$ cat config.mk
export PLATFORM = sky130hd
export DESIGN_NAME = apb_timer_slave
export DESIGN_NICKNAME = d
export VERILOG_FILES = /design/src/rtl/apb_timer_pkg.sv /design/src/rtl/apb_timer_core.sv /design/src/rtl/apb_timer_slave.sv
export SDC_FILE = /design/constraint.sdc
export NUM_CORES = 1
export LEC_CHECK = 0
export BUFFER_PORTS_ARGS = -buffer_cell sky130_fd_sc_hd__buf_4
export CAP_MARGIN = 15
export CORE_MARGIN = 3
export CORE_UTILIZATION = 30
export CTS_BUF_LIST = sky130_fd_sc_hd__clkbuf_4
export CTS_CLUSTER_DIAMETER = 30
export CTS_CLUSTER_SIZE = 25
export DETAILED_ROUTE_END_ITERATION = 6
export PLACE_DENSITY_LB_ADDON = 0.12
export SYNTH_ARGS = -nofsm -noshare
export SYNTH_HDL_FRONTEND = slang
export SYNTH_SLANG_ARGS = --single-unit
$ cat constraint.sdc
create_clock -name PCLK -period 5 [get_ports PCLK]
set_input_delay 1 -clock PCLK [delete_from_list [all_inputs] [get_ports PCLK]]
set_output_delay 1 -clock PCLK [all_outputs]
set_load 0.02 [all_outputs]
$ cat src/rtl/apb_timer_pkg.sv
// Shared constants for the APB timer slave: register offsets, CTRL/STATUS
// bit positions and the transfer FSM state encoding.
package apb_timer_pkg;

  localparam logic [4:0] OFF_CTRL    = 5'h00;
  localparam logic [4:0] OFF_LOAD    = 5'h04;
  localparam logic [4:0] OFF_COUNT   = 5'h08;
  localparam logic [4:0] OFF_STATUS  = 5'h0C;
  localparam logic [4:0] OFF_SCRATCH0 = 5'h10;
  localparam logic [4:0] OFF_SCRATCH1 = 5'h14;

  localparam int CTRL_EN     = 0;
  localparam int CTRL_IRQ_EN = 1;
  localparam int CTRL_RELOAD = 2;

  localparam int STATUS_EXPIRED = 0;

  typedef enum logic [1:0] {
    ST_IDLE  = 2'd0,
    ST_WAIT  = 2'd1,
    ST_READY = 2'd2
  } apb_state_e;

endpackage

$ cat src/rtl/apb_timer_core.sv
// Down-counting timer: LOAD register, COUNT register and the sticky EXPIRED flag.
module apb_timer_core #(
  parameter int DATA_W = 32
) (
  input  logic              clk,
  input  logic              rst,
  input  logic              en,
  input  logic              reload,
  input  logic              load_stb,
  input  logic [DATA_W-1:0] load_val,
  input  logic              w1c_stb,
  output logic [DATA_W-1:0] count,
  output logic [DATA_W-1:0] load_value,
  output logic              expired
);

  logic tick;
  logic expire;

  // A LOAD write overrides both the decrement and the expiry of that cycle.
  assign tick   = en && (count != '0);
  assign expire = tick && (count == DATA_W'(1)) && !load_stb;

  always_ff @(posedge clk) begin
    if (rst) begin
      count      <= '0;
      load_value <= '0;
      expired    <= 1'b0;
    end else begin
      if (load_stb) begin
        load_value <= load_val;
        count      <= load_val;
      end else if (tick) begin
        if (count == DATA_W'(1)) count <= reload ? load_value : '0;
        else                     count <= count - DATA_W'(1);
      end
      if (expire)       expired <= 1'b1;
      else if (w1c_stb) expired <= 1'b0;
    end
  end

endmodule

$ cat src/rtl/apb_timer_slave.sv
// APB3 completer with programmable wait states, a small register bank and a
// down-counting timer raising a level interrupt.
module apb_timer_slave
  import apb_timer_pkg::*;
#(
  parameter int ADDRWIDTH   = 16,
  parameter int DATAWIDTH   = 32,
  parameter int WAIT_CYCLES = 1
) (
  input  logic                 PCLK,
  input  logic                 PRESET,
  input  logic                 PSEL,
  input  logic                 PENABLE,
  input  logic [ADDRWIDTH-1:0] PADDR,
  input  logic                 PWRITE,
  input  logic [DATAWIDTH-1:0] PWDATA,
  output logic [DATAWIDTH-1:0] PRDATA,
  output logic                 PREADY,
  output logic                 PSLVERR,
  output logic                 IRQ
);

  apb_state_e           state;
  logic [3:0]           wait_cnt;
  logic [2:0]           idx_q;
  logic                 wr_q;
  logic                 err_q;
  logic [2:0]           ctrl_q;
  logic [DATAWIDTH-1:0] scratch0;
  logic [DATAWIDTH-1:0] scratch1;
  logic [DATAWIDTH-1:0] count;
  logic [DATAWIDTH-1:0] load_value;
  logic                 expired;

  logic [2:0] idx_d;
  logic       err_d;
  logic       complete;
  logic       wr_ok;
  logic       ctrl_wr;
  logic       load_wr;
  logic       status_w1c;
  logic       en_eff;
  logic       addr_unused;

  assign idx_d = PADDR[4:2];
  assign err_d = ((PADDR >> 5) != '0) || (idx_d >= 3'd6) ||
                 (PWRITE && (idx_d == OFF_COUNT[4:2]));
  assign addr_unused = ^PADDR[1:0];

  assign complete   = (state == ST_READY) && PSEL && PENABLE;
  assign wr_ok      = complete && wr_q && !err_q;
  assign ctrl_wr    = wr_ok && (idx_q == OFF_CTRL[4:2]);
  assign load_wr    = wr_ok && (idx_q == OFF_LOAD[4:2]);
  assign status_w1c = wr_ok && (idx_q == OFF_STATUS[4:2]) && PWDATA[STATUS_EXPIRED];

  // Clearing EN on the completing edge must suppress that cycle's decrement/expiry.
  assign en_eff = ctrl_q[CTRL_EN] && !(ctrl_wr && !PWDATA[CTRL_EN]);

  always_ff @(posedge PCLK) begin
    if (PRESET) begin
      state    <= ST_IDLE;
      wait_cnt <= '0;
      idx_q    <= '0;
      wr_q     <= 1'b0;
      err_q    <= 1'b0;
      PREADY   <= 1'b0;
      PSLVERR  <= 1'b0;
    end else begin
      case (state)
        ST_IDLE: begin
          if (PSEL && !PENABLE) begin
            idx_q    <= idx_d;
            wr_q     <= PWRITE;
            err_q    <= err_d;
            wait_cnt <= 4'(WAIT_CYCLES);
            if (WAIT_CYCLES == 0) begin
              state   <= ST_READY;
              PREADY  <= 1'b1;
              PSLVERR <= err_d;
            end else begin
              state <= ST_WAIT;
            end
          end
        end
        ST_WAIT: begin
          if (!PSEL) begin
            state <= ST_IDLE;
          end else if (PENABLE) begin
            if (wait_cnt == 4'd1) begin
              state   <= ST_READY;
              PREADY  <= 1'b1;
              PSLVERR <= err_q;
            end else begin
              wait_cnt <= wait_cnt - 4'd1;
            end
          end
        end
        ST_READY: begin
          if (!PSEL || PENABLE) begin
            state   <= ST_IDLE;
            PREADY  <= 1'b0;
            PSLVERR <= 1'b0;
          end
        end
        default: begin
          state   <= ST_IDLE;
          PREADY  <= 1'b0;
          PSLVERR <= 1'b0;
        end
      endcase
    end
  end

  always_ff @(posedge PCLK) begin
    if (PRESET) begin
      ctrl_q   <= '0;
      scratch0 <= '0;
      scratch1 <= '0;
    end else if (wr_ok) begin
      if (idx_q == OFF_CTRL[4:2])     ctrl_q   <= PWDATA[2:0];
      if (idx_q == OFF_SCRATCH0[4:2]) scratch0 <= PWDATA;
      if (idx_q == OFF_SCRATCH1[4:2]) scratch1 <= PWDATA;
    end
  end

  apb_timer_core #(.DATA_W(DATAWIDTH)) u_core (
    .clk        (PCLK),
    .rst        (PRESET),
    .en         (en_eff),
    .reload     (ctrl_q[CTRL_RELOAD]),
    .load_stb   (load_wr),
    .load_val   (PWDATA),
    .w1c_stb    (status_w1c),
    .count      (count),
    .load_value (load_value),
    .expired    (expired)
  );

  always_comb begin
    PRDATA = '0;
    if ((state == ST_READY) && !err_q) begin
      case (idx_q)
        OFF_CTRL[4:2]:     PRDATA = {{(DATAWIDTH-3){1'b0}}, ctrl_q};
        OFF_LOAD[4:2]:     PRDATA = load_value;
        OFF_COUNT[4:2]:    PRDATA = count;
        OFF_STATUS[4:2]:   PRDATA = {{(DATAWIDTH-1){1'b0}}, expired};
        OFF_SCRATCH0[4:2]: PRDATA = scratch0;
        OFF_SCRATCH1[4:2]: PRDATA = scratch1;
        default:           PRDATA = '0;
      endcase
    end
  end

  assign IRQ = expired && ctrl_q[CTRL_IRQ_EN];

endmodule

Yosys cells after proc, flatten, opt, wreduce, memory -nomap -nowiden
Index checks and enable logic that the tools add are counted.
{"block": "totals", "output_inout_bits": 35, "ram_bits": 0, "reg_bits": 145, "latch_bits": 0, "mem_count": 0, "romBits": 0}
{"block": "op_classes", "n_mux": 28, "bitwise": 1, "addsub": 2, "eq_ne": 18, "multipliers": 0, "shift": 0, "div_mod_pow": 0, "n_lt_le_gt_ge": 1, "reduce_logical": 40}
{"operator": "32-bit one-hot mux with 6 select lines", "count": 1}
{"operator": "32-bit two-way mux", "count": 5}
{"operator": "32-bit by 1-bit == test with 1-bit output, second input constant", "count": 1}
{"operator": "32-bit nonzero test", "count": 1}
{"operator": "32-bit by 1-bit subtractor with 32-bit output, second input constant", "count": 1}
{"operator": "1-bit logical AND", "count": 17}
{"operator": "4-bit two-way mux", "count": 4}
{"operator": "16-bit nonzero test", "count": 1}
{"operator": "2-bit != test, second input constant", "count": 6}
{"operator": "2-bit two-way mux", "count": 5}
{"operator": "5-bit AND reduction", "count": 2}
{"operator": "3-bit by 2-bit == test with 1-bit output, second input constant", "count": 3}
{"operator": "1-bit two-way mux", "count": 9}
{"operator": "4-bit one-hot mux with 2 select lines", "count": 1}
{"operator": "2-bit AND reduction", "count": 4}
{"operator": "3-bit == test, second input constant", "count": 2}
{"operator": "1-bit logical NOT", "count": 6}
{"operator": "3-bit != test, second input constant", "count": 2}
{"operator": "1-bit one-hot mux with 3 select lines", "count": 2}
{"operator": "2-bit one-hot mux with 3 select lines", "count": 1}
{"operator": "2-bit nonzero test", "count": 3}
{"operator": "4-bit by 1-bit == test with 1-bit output, second input constant", "count": 1}
{"operator": "4-bit AND reduction", "count": 1}
{"operator": "4-bit by 1-bit subtractor with 4-bit output, second input constant", "count": 1}
{"operator": "8 further kinds", "count": 10}

Logic depth before layout (Yosys ltp)
Gate-level depths: netlist of run 1.
{"block": "depth", "depth_word": 13, "mapped_depth": 10}

Cells and area by module
A second synthesis of run 1 with hierarchy kept.
{"block": "hier_totals", "hier_cells": 978, "area_unflattened_um2": 8095.3}
{"module": "apb_timer_slave", "area_each_um2": 4624.4, "cells_per_inst": 540, "n_inst": 1}
{"module": "apb_timer_core", "area_each_um2": 3470.8, "cells_per_inst": 438, "n_inst": 1}

Worst setup path before layout of run 1
OpenSTA, ideal clock, no wires.
{"block": "synth_path", "path_type": "register to output", "from": "register idx_q[2]", "to": "output PRDATA[21]", "slack_ns": 1.980, "path_stages_with_launch": 9, "arrival_time_ns": 2.020, "required_ns": 4.000, "n_path_buf": 3, "cell_sequence": "dfxtp_1 clkbuf_1 inv_1 nor2_1 and2_1 clkbuf_1 clkbuf_1 a22oi_1 a21oi_1"}
{"block": "synth_via", "elab_chain_cells": 3, "elab_cells_between_ends": 8, "cone_classes": "5 x eq/ne; 2 x mux; 1 x reduce/logical"}
{"element": "start: declaration", "line_no": "apb_timer_slave.sv:25", "text": "logic [2:0] idx_q;"}
{"element": "start signal: assignment", "line_no": "apb_timer_slave.sv:72", "text": "idx_q <= idx_d;"}
{"element": "3-bit == test (tied with other cells)", "line_no": "apb_timer_slave.sv:142", "text": "case (idx_q)"}
{"element": "32-bit one-hot mux with 6 select lines *", "line_no": "apb_timer_slave.sv:142"}
{"element": "32-bit two-way mux *", "line_no": "apb_timer_slave.sv:141", "text": "if ((state == ST_READY) && !err_q) begin"}
{"element": "end: declaration", "line_no": "apb_timer_slave.sv:17", "text": "output logic [DATAWIDTH-1:0] PRDATA,"}
Every way passes the cells marked *; elsewhere a longest branch is shown, timed or not.

Final worst setup path of run 1
{"block": "layout_path", "from": "register idx_q[2]", "to": "output PRDATA[10]"}
Same word-level chain as after synthesis.

==> results of run 1 <==
## registers in the layout (all words and copies together), names as in the netlist
name and cells:
err_q 1, scratch1 32, ctrl_q 3, scratch0 32, state 2, u_core.expired 1, wr_q 1, PREADY 1
wait_cnt 4, u_core.load_value 32, PSLVERR 1, u_core.count 32, idx_q 3
## worst register-to-register path: cells and delay by family, from the launching register on
family          cells  cell delay [ps]
simple gates        4             1650
flops               1              590
compound gates      1              120
buf+inv             3              930
## per-layer routing
layer	up-vias	routed length, microns	global-route usage (%)
met1	3545	12400	27.0
met3	14	1220	3.74
met5	-	0	0
met2	172	12100	30.2
met4	0	176	3.02
li1	3672	-	-
## synthesized netlist by cell type, drive strengths merged (7+ instances only)
cell type  instances  area, sq um
xor2               7         61.3
dfxtp            145         2900
inv               10         37.5
nand3             24          120
nor2              65          246
buf               17          106
nand2            226          848
mux2i             12          120
a22oi             63          473
o21ai             26          130
clkbuf            63          236
a21o               7         52.6
nor3              28          161
nand4             11         75.1
a31oi             13         81.3
nor4              18          155
a21oi            151          763
and3              10         62.6
a211oi            10         75.1
## logic make-up after synthesis
| logic type | Yosys count |
|---|---|
| simple gates | 429 |
| flops | 145 |
| buf+inv | 90 |
| mux | 16 |
| fa+ha+maj | 4 |
| xor+xnor | 13 |
| compound gates | 306 |
## power by group through the flow
| stage | clock network (W) | registers (W) | logic [W] |
|---|---|---|---|
| floorplan | 0 | 0.00119 | 0.0000535 |
| global placement | 0 | 0.00119 | 0.000114 |
| detailed placement | 0 | 0.00119 | 0.000114 |
| CTS | 0.000939 | 0.00117 | 0.000114 |
| global route | 0.000987 | 0.00117 | 0.000124 |
| finish | 0.000911 | 0.00117 | 0.000113 |
## how the worst max path moves through the flow
stage,start,endpoint,slack [ps],depth (start not counted)
CTS,idx_q[2],PRDATA[10],950,7
floorplan,idx_q[2],PRDATA[21],1980,8
global placement,PWDATA[0],u_core.count[5],1250,8
finish,idx_q[2],PRDATA[10],980,7
global route,idx_q[2],PRDATA[10],620,7
detailed placement,PWDATA[0],u_core.count[5],1240,8
## through the flow
stage / instance area, sq um / worst slack, ps / power (W) / util (%) / std cells
global route: 8800 / 619 / 0.00228 / 35.7 / 1381
detailed placement: 8460 / 1240 / 0.00131 / 34.3 / 1348
CTS: 8800 / 949 / 0.00222 / 35.7 / 1380
finish: 8800 / 982 / 0.00219 / 35.7 / 1381
global placement: 8460 / 1250 / 0.00131 / 34.3 / 1348
floorplan: 7620 / 1980 / 0.00124 / - / 1003
## final cells by class
cell class	count	share of cell area (%)
multi-input cells	768	49.5
flip-flops and latches	145	33.0
inverters	10	0.426
clock buffers	20	1.71
clock inverters	12	2.15
well taps	324	4.61
repair buffers	101	8.62
diodes	1	0.0284
==> flow_metrics.py, run 1 <==
metrics = {
    "status": {
        "outcome": "complete, no violations",
    },
    "die": {
        "start_util_pct": 30.9,
        "die_h_microns": 165,
        "core_area_sq_um": 24700,
        "io_pins": 88,
        "core.rowCount": 57,
        "dieArea_sq_um": 27400,
        "die_w_microns": 165,
    },
    "sta": {
        "whs_ps": 461,
        "finalSetupViolCount": 0,
        "finalSetupTns_ps": 0,
        "timing.final.crit_share_pct": 80.4,
        "relSlewSlack_pct": 21.0,
        "slew_viol_final": 0,
        "worst_slew_pin_slew_ps": 1180,
        "fin_crit_ps": 4020,
        "skew_ps": 19.4,
        "max_freq_ghz": 0.249,
        "rsz0062_at_grt": "no",
        "finalHoldViolations": 0,
    },
    "drt": {
        "drc": 0,
        "firstDrtPassIters": 6,
        "vias": 7403,
        "vias_per_cell": 5.36,
        "wirelength_microns": 25900,
        "ant_nets": 0,
        "wl_per_cell_microns": 18.7,
        "drtIter0Drc": 633,
    },
    "clock_network": {
        "clock-sinks": 145,
        "path_clk_slew_ps": 120,
        "postCtsResizedCells": 0,
        "clock_latency_ps": 560,
        "cts_hold_buf": 0,
        "tritoncts": "done",
        "root_buffer": "clkbuf_4",
        "cts_setup_buffers": 0,
        "h-tree-depth": 4,
        "cts_buffer_depth": 2,
        "cts_made_buffers": 17,
    },
    "synthesis": {
        "syn_area_per_cell_sq_um": 7.60,
        "ys_warn_count": 0,
        "netlist_area_sq_um": 7620,
        "synth_top_family_by_area": "simple AND/OR/NAND/NOR gates",
        "synth-seq-cells": 145,
        "synth.area.mux_share_pct": 2.31,
        "async_flop_share_pct": 0,
        "synth_edf_count": 0,
        "postSynthCellCount": 1003,
        "synth_cell_types": 75,
        "synth-xor-area-share_pct": 1.49,
        "synth-main-ff-cell": "dfxtp_1",
        "synth_fp_nets": 1060,
        "ys_seq_area_share_pct": 38.1,
        "synth_compound_area_share_pct": 25.1,
        "yosys.area_share.simple_pct": 27.3,
        "synth_fa_ha_area_share_pct": 0.657,
    },
    "critical_path": {
        "path_delay_family": "simple AND/OR/NAND/NOR gates",
        "crit_type": "flip-flop to output pin",
        "endpoint_kind": "output pin",
        "required_ps": 4000,
        "critPathLaunchType": "flip-flop",
        "reg2reg_from": "idx_q[2]",
        "rr_worst_depth": 8,
        "reg2reg_to": "scratch1[15]",
        "path_cells": "inv_1 > nor2_1 > and2_1 > buf_4 > a22oi_1 > a21oi_1 > buf_4",
        "crit_top_cell": "buf_4",
        "crit_buf_inv": 3,
        "cp_slowest_cell": "and2_1",
        "crit_arrival_ps": 3020,
        "cp_max_fo": 16,
        "r2r_slack_ps": 1650,
        "critPathMaxStageDelay_ps": 680,
    },
    "layout": {
        "mostFrequentLayoutCells": "226 x nand2_1, 149 x a21oi_1, 145 x dfxtp_1",
        "seqCellArea_sq_um": 2900,
        "drive_above_1_share_pct": 15.7,
        "multi_input_area_sq_um": 4360,
        "area.growth.synth_to_final_pct": 15.5,
        "fin_nets": 1100,
        "fillers": 2706,
        "layout_commonest_cell": "nand2_1",
    },
    "pwr": {
        "power_frac_comb_pct": 5.1,
        "power_frac_seq_pct": 53.3,
        "p_int_w": 0.00166,
        "switching_share_pct": 24.2,
        "leakagePower_nw": 2.98,
        "p_clk_share_pct": 41.6,
        "power_density_nw_per_um2": 249,
        "power.switching_w": 0.000531,
        "ir_worst_vdd_mv": 0.113,
    },
    "hold_path": {
        "hold-path-cell-count": 2,
        "hold_class": "flip-flop to flip-flop",
        "min_to": "scratch0[0]",
        "min_from": "scratch0[0]",
    },
    "global_routing": {
        "grt_pass1_vias": 6980,
        "grt_pass1_wl_microns": 40700,
        "grt_start_max_net_pins": 51,
        "grt_remaining_overflow": 0,
        "grtUsageTotal_pct": 19.0,
        "antenna_found_initial": 1,
    },
    "flow_run": {
        "cap_violations": 0,
    },
    "placed_design": {
        "dpl.hpwl_microns": 17500,
        "gp_congestion": 0.840,
        "portBuffers": 85,
    },
}
No activity file was read; power rests on OpenSTA's default activity.
==> run 2: changes to the inputs <==
==> constraint.sdc (replaced) <==
create_clock -name PCLK -period 3.8 [get_ports PCLK]
set_input_delay 0.76 -clock PCLK [delete_from_list [all_inputs] [get_ports PCLK]]
set_output_delay 0.76 -clock PCLK [all_outputs]
set_load 0.02 [all_outputs]
==> flow_metrics.py, run 2 (same netlist as run 1, synthesis figures left out) <==
metrics = {
    "die": {
        "core_area_sq_um": 24700,
        "start_util_pct": 30.9,
        "core.rowCount": 57,
        "die_h_microns": 165,
        "dieArea_sq_um": 27400,
        "io_pins": 88,
        "die_w_microns": 165,
    },
    "layout": {
        "mostFrequentLayoutCells": "226 x nand2_1, 149 x a21oi_1, 145 x dfxtp_1",
        "area.growth.synth_to_final_pct": 16.5,
        "layout_commonest_cell": "nand2_1",
        "fin_nets": 1119,
        "drive_above_1_share_pct": 17.4,
        "fin_area_sq_um": 8880,
        "seqCellArea_sq_um": 2900,
        "fillers": 2694,
        "multi_input_area_sq_um": 4360,
    },
    "pwr": {
        "power_frac_comb_pct": 5.9,
        "power_density_nw_per_um2": 302,
        "power.switching_w": 0.000679,
        "p_int_w": 0.00200,
        "switching_share_pct": 25.3,
        "ir_worst_vdd_mv": 0.170,
        "power_frac_seq_pct": 57.2,
        "leakagePower_nw": 3.05,
        "p_clk_share_pct": 36.9,
    },
    "global_routing": {
        "met3_usage_pct": 3.49,
        "grtUsageTotal_pct": 19.2,
        "grt_start_max_net_pins": 58,
        "grt_remaining_overflow": 0,
        "grt_pass1_vias": 7049,
        "antenna_found_initial": 1,
        "grtUsageMet2_pct": 30.0,
        "grt_pass1_wl_microns": 41100,
        "grt-busiest-layer": "met2",
        "use_met1_pct": 27.6,
    },
    "clock_network": {
        "cts_made_buffers": 17,
        "postCtsResizedCells": 0,
        "clock_latency_ps": 560,
        "cts_buffer_depth": 2,
        "cts_setup_buffers": 0,
        "clock-sinks": 145,
        "path_clk_slew_ps": 130,
        "tritoncts": "done",
        "root_buffer": "clkbuf_4",
        "cts_hold_buf": 0,
        "h-tree-depth": 4,
    },
    "critical_path": {
        "cp-endpoint": "PRDATA[17]",
        "crit_start": "idx_q[0]",
        "reg2reg_from": "u_core.count[0]",
        "crit_top_cell": "buf_4",
        "r2r_slack_ps": 950,
        "rr_worst_depth": 9,
        "critPathMaxStageDelay_ps": 630,
        "required_ps": 3040,
        "crit_arrival_ps": 2680,
        "cp_max_fo": 17,
        "endpoint_kind": "output pin",
        "reg2reg_to": "u_core.count[22]",
        "critPathLaunchType": "flip-flop",
        "cp_slowest_cell": "and2_1",
        "crit_type": "flip-flop to output pin",
        "path_cells": "nor2_1 > and2_1 > buf_4 > a22oi_1 > a21oi_1 > buf_4",
    },
    "sta": {
        "finalSetupTns_ps": 0,
        "slew_viol_final": 0,
        "fin_crit_ps": 3440,
        "finalHoldViolations": 0,
        "relSlewSlack_pct": 39.6,
        "worst_slew_pin_slew_ps": 904,
        "finalSetupViolCount": 0,
        "max_freq_ghz": 0.290,
        "rsz0062_at_grt": "no",
        "timing.final.ws_setup_ps": 357,
        "timing.final.crit_share_pct": 90.6,
        "skew_ps": 20.6,
    },
    "drt": {
        "wirelength_microns": 26100,
        "wl_per_cell_microns": 18.6,
        "drc": 0,
        "vias": 7475,
        "ant_nets": 0,
        "firstDrtPassIters": 7,
        "vias_per_cell": 5.34,
        "drtIter0Drc": 683,
    },
    "placed_design": {
        "dpl.hpwl_microns": 18200,
        "portBuffers": 85,
        "place_ws_ps": 852,
        "dpl_cell_area_sq_um": 8600,
        "gp_congestion": 0.854,
    },
    "hold_path": {
        "hold_class": "input port to flip-flop",
    },
    "flow_run": {
        "cap_violations": 0,
    },
    "status": {
        "outcome": "complete, no violations",
    },
}
-- run 2: cell count changes in the layout (fill, tap and decap cells not counted), sizes merged --
cell	previous run	this run
clkbuf	20	21
clkinv	5	7
bufinv	5	2
buf	101	120
-- run 2: per-layer routing --
layer / up-vias / share of wire (%)
met5: - / 0
met4: 0 / 0.99
met3: 14 / 4.8
met2: 189 / 46
met1: 3553 / 48
li1: 3719 / -
-- run 2: power by group through the flow --
stage          registers [W]  clock network (W)   logic, W
2_1_floorplan        0.00156                  0  0.0000703
3_3_place_gp         0.00157                  0   0.000160
4_1_cts              0.00153            0.00103   0.000160
3_5_place_dp         0.00157                  0   0.000160
6_report             0.00153           0.000987   0.000158
5_1_grt              0.00153            0.00109   0.000173
-- run 2: final cells by class --
cell class | count | share of cell area, %
Antenna cell | 1 | 0.0282
Clock buffer | 21 | 1.78
Clock inverter | 11 | 1.30
Inverter | 10 | 0.423
Multi-Input combinational cell | 768 | 49.1
Sequential cell | 145 | 32.7
Tap cell | 324 | 4.57
Timing Repair Buffer | 120 | 10.1
-- run 2: worst min path at each step --
stage                      start                to  cells past startpoint
global route          PWDATA[28]  u_core.count[28]                      2
CTS                   PWDATA[28]  u_core.count[28]                      2
floorplan            scratch1[0]       scratch1[0]                      2
detailed placement  scratch0[29]      scratch0[29]                      2
global placement     scratch0[2]       scratch0[2]                      2
finish                PWDATA[28]  u_core.count[28]                      2
-- run 2: stage by stage --
| step | power, W | cells | util (%) | hold WS [ps] |
|---|---|---|---|---|
| 3_5_place_dp | 0.00173 | 1367 | 34.9 | 446 |
| 4_1_cts | 0.00273 | 1399 | 36.0 | 380 |
| 5_1_grt | 0.00280 | 1400 | 36.0 | 368 |
| 6_report | 0.00268 | 1400 | 36.0 | 431 |
| 2_1_floorplan | 0.00163 | 1003 | - | 433 |
| 3_3_place_gp | 0.00173 | 1367 | 34.9 | 442 |
-- run 2: worst max-delay path, delay by kind of cell, from the launching register on --
kind / cells / cell delay [ps]
simple gates: 2 / 830
flops: 1 / 350
buf+inv: 2 / 540
compound gates: 2 / 380
==> run 3: changes to the inputs <==
--- a/config.mk
+++ b/config.mk
@@ -16,4 +16,5 @@
 export PLACE_DENSITY_LB_ADDON = 0.12
 export SYNTH_ARGS = -nofsm -noshare
 export SYNTH_HDL_FRONTEND = slang
+export SYNTH_HIERARCHICAL = 1
 export SYNTH_SLANG_ARGS = --single-unit
==> flow_metrics.py, run 3 <==
metrics = {
    "status": {
        "outcome": "complete, no violations",
    },
    "sta": {
        "timing.final.crit_share_pct": 91.7,
        "relSlewSlack_pct": 43.6,
        "worst_slew_pin_slew_ps": 842,
        "finalSetupTns_ps": 0,
        "max_freq_ghz": 0.287,
        "fin_crit_ps": 3480,
        "finalHoldViolations": 0,
        "rsz0062_at_grt": "no",
        "timing.final.ws_setup_ps": 317,
        "skew_ps": 35.4,
        "whs_ps": 403,
        "slew_viol_final": 0,
        "finalSetupViolCount": 0,
    },
    "layout": {
        "fin_nets": 1096,
        "fin_area_sq_um": 9440,
        "layout_commonest_cell": "nand2_1",
        "drive_above_1_share_pct": 17.7,
        "mostFrequentLayoutCells": "149 x nand2_1, 142 x dfxtp_1, 119 x buf_4",
        "area.growth.synth_to_final_pct": 16.6,
    },
    "clock_network": {
        "cts_buffer_depth": 2,
        "path_clk_slew_ps": 170,
        "cts_setup_buffers": 0,
        "clock_latency_ps": 590,
        "postCtsResizedCells": 0,
        "h-tree-depth": 4,
        "tritoncts": "done",
        "cts_hold_buf": 0,
        "cts_made_buffers": 17,
        "clock-sinks": 145,
        "root_buffer": "clkbuf_4",
    },
    "placed_design": {
        "dpl_cell_area_sq_um": 9140,
        "place_ws_ps": 674,
        "gp_congestion": 0.838,
        "portBuffers": 85,
        "dpl.hpwl_microns": 19300,
    },
    "critical_path": {
        "reg2reg_to": "u_core/count[14]",
        "crit_start": "idx_q[1]",
        "critPathLaunchType": "flip-flop",
        "cp-endpoint": "PRDATA[21]",
        "required_ps": 3040,
        "crit_arrival_ps": 2720,
        "cp_max_fo": 19,
        "crit_type": "flip-flop to output pin",
        "endpoint_kind": "output pin",
        "reg2reg_from": "u_core/count[0]",
        "rr_worst_depth": 10,
        "r2r_slack_ps": 770,
    },
    "synthesis": {
        "yosysMostFrequentCell": "nand2_1",
        "netlist_area_sq_um": 8100,
        "synth_cell_types": 72,
        "synth_edf_count": 0,
        "synth-main-ff-cell": "dfxtp_1",
        "async_flop_share_pct": 0,
        "yosysTopAreaCell": "dfxtp_1",
        "synth-seq-cells": 145,
        "synth_fp_nets": 1035,
        "ys_seq_area_share_pct": 35.9,
        "syn_area_per_cell_sq_um": 8.28,
        "ys_warn_count": 6,
        "postSynthCellCount": 978,
        "synth_top_area_share_pct": 35.9,
        "synth_common_cells": "149 x nand2_1, 145 x dfxtp_1, 89 x mux2i_1, 73 x a21oi_1, 61 x nand3b_1",
        "synthTopCellsByArea": "dfxtp_1 36%, mux2i_1 11%, nand2_1 6.9%",
    },
    "pwr": {
        "leakagePower_nw": 3.53,
        "ir_worst_vdd_mv": 0.155,
        "power_density_nw_per_um2": 296,
        "power_w": 0.00279,
    },
    "global_routing": {
        "grt_pass1_wl_microns": 43500,
        "met3_usage_pct": 3.09,
        "grt_remaining_overflow": 0,
        "antenna_found_initial": 1,
        "grt_pass1_vias": 7462,
        "use_met1_pct": 27.3,
        "grt_start_max_net_pins": 45,
        "grtUsageMet2_pct": 29.8,
        "grtUsageTotal_pct": 19.0,
        "grt-busiest-layer": "met2",
    },
    "drt": {
        "ant_nets": 0,
        "firstDrtPassIters": 5,
        "vias_per_cell": 5.49,
        "vias": 7622,
        "wirelength_microns": 27300,
        "wl_per_cell_microns": 19.7,
        "drtIter0Drc": 610,
        "drc": 0,
    },
    "die": {
        "start_util_pct": 30.8,
        "core.rowCount": 59,
        "dieArea_sq_um": 29000,
        "core_area_sq_um": 26300,
        "io_pins": 88,
        "die_h_microns": 170,
        "die_w_microns": 170,
    },
    "hold_path": {
        "hold_class": "input port to flip-flop",
    },
    "flow_run": {
        "cap_violations": 0,
    },
}
==> run 3: changes by cell type in the layout (fill, tap and decap cells not counted), moves of 9 or more <==
cell	before	now
nand3b_1	4	61
a32o_1	2	12
o21ai_1	11	1
nand2_1	226	149
mux2i_1	12	89
a21oi_1	149	73
a22oi_1	63	35
o21ai_0	15	33
a31oi_1	13	4
a21o_1	7	29
==> run 3: cell families after synthesis <==
logic type               share of synthesized area [%]
buffers and inverters                             5.75
AND/OR/NAND/NOR                                   25.4
adder cells (fa/ha/maj)                          0.618
XOR/XNOR                                         0.433
AO/OA/AOI/OAI                                     20.9
multiplexers                                      11.0
flip-flops                                        35.9
==> run 3: critical path, stage by stage (launching register included) <==
cell	delay, ps
dfxtp_2	470
and3b_1	720
buf_4	410
a22oi_1	110
a21oi_1	250
buf_4	190
==> run 3: worst min path at each step <==
| stage | end | slack, ps | cells past startpoint | from |
|---|---|---|---|---|
| 2_1_floorplan | scratch0[0] | 430 | 2 | scratch0[0] |
| 3_3_place_gp | scratch0[12] | 440 | 2 | scratch0[12] |
| 3_5_place_dp | scratch0[17] | 450 | 2 | scratch0[17] |
| 4_1_cts | state[0] | 340 | 2 | PENABLE |
| 5_1_grt | state[0] | 330 | 2 | PENABLE |
| 6_report | wr_q | 400 | 3 | PWRITE |
==> run 3: final cells by class <==
type / instances / area, sq um
Antenna cell: 2 / 5.00
Clock buffer: 17 / 128
Clock inverter: 15 / 163
Fill cell: 2777 / 16800
Inverter: 15 / 56.3
Multi-Input combinational cell: 735 / 4750
Sequential cell: 145 / 2910
Tap cell: 335 / 419
Timing Repair Buffer: 125 / 1010
==> run 3: through the flow <==
| stage | utilization [%] | std cells |
|---|---|---|
| 2_1_floorplan | - | 978 |
| 3_3_place_gp | 34.8 | 1355 |
| 3_5_place_dp | 34.8 | 1355 |
| 4_1_cts | 35.9 | 1387 |
| 5_1_grt | 35.9 | 1389 |
| 6_report | 35.9 | 1389 |
==> run 3: routing by layer <==
layer	wire (microns)	vias to the layer above
met3	955	25
li1	-	3709
met2	12200	193
met4	370	0
met5	0	-
met1	13800	3695
==> run 3: report_power, final <==
group | internal [W] | total, W | switching, W
registers | 0.00153 | 0.00154 | 0.00000966
logic | 0.0000799 | 0.000197 | 0.000118
clock network | 0.000359 | 0.00106 | 0.000699
total | 0.00197 | 0.00279 | 0.000826
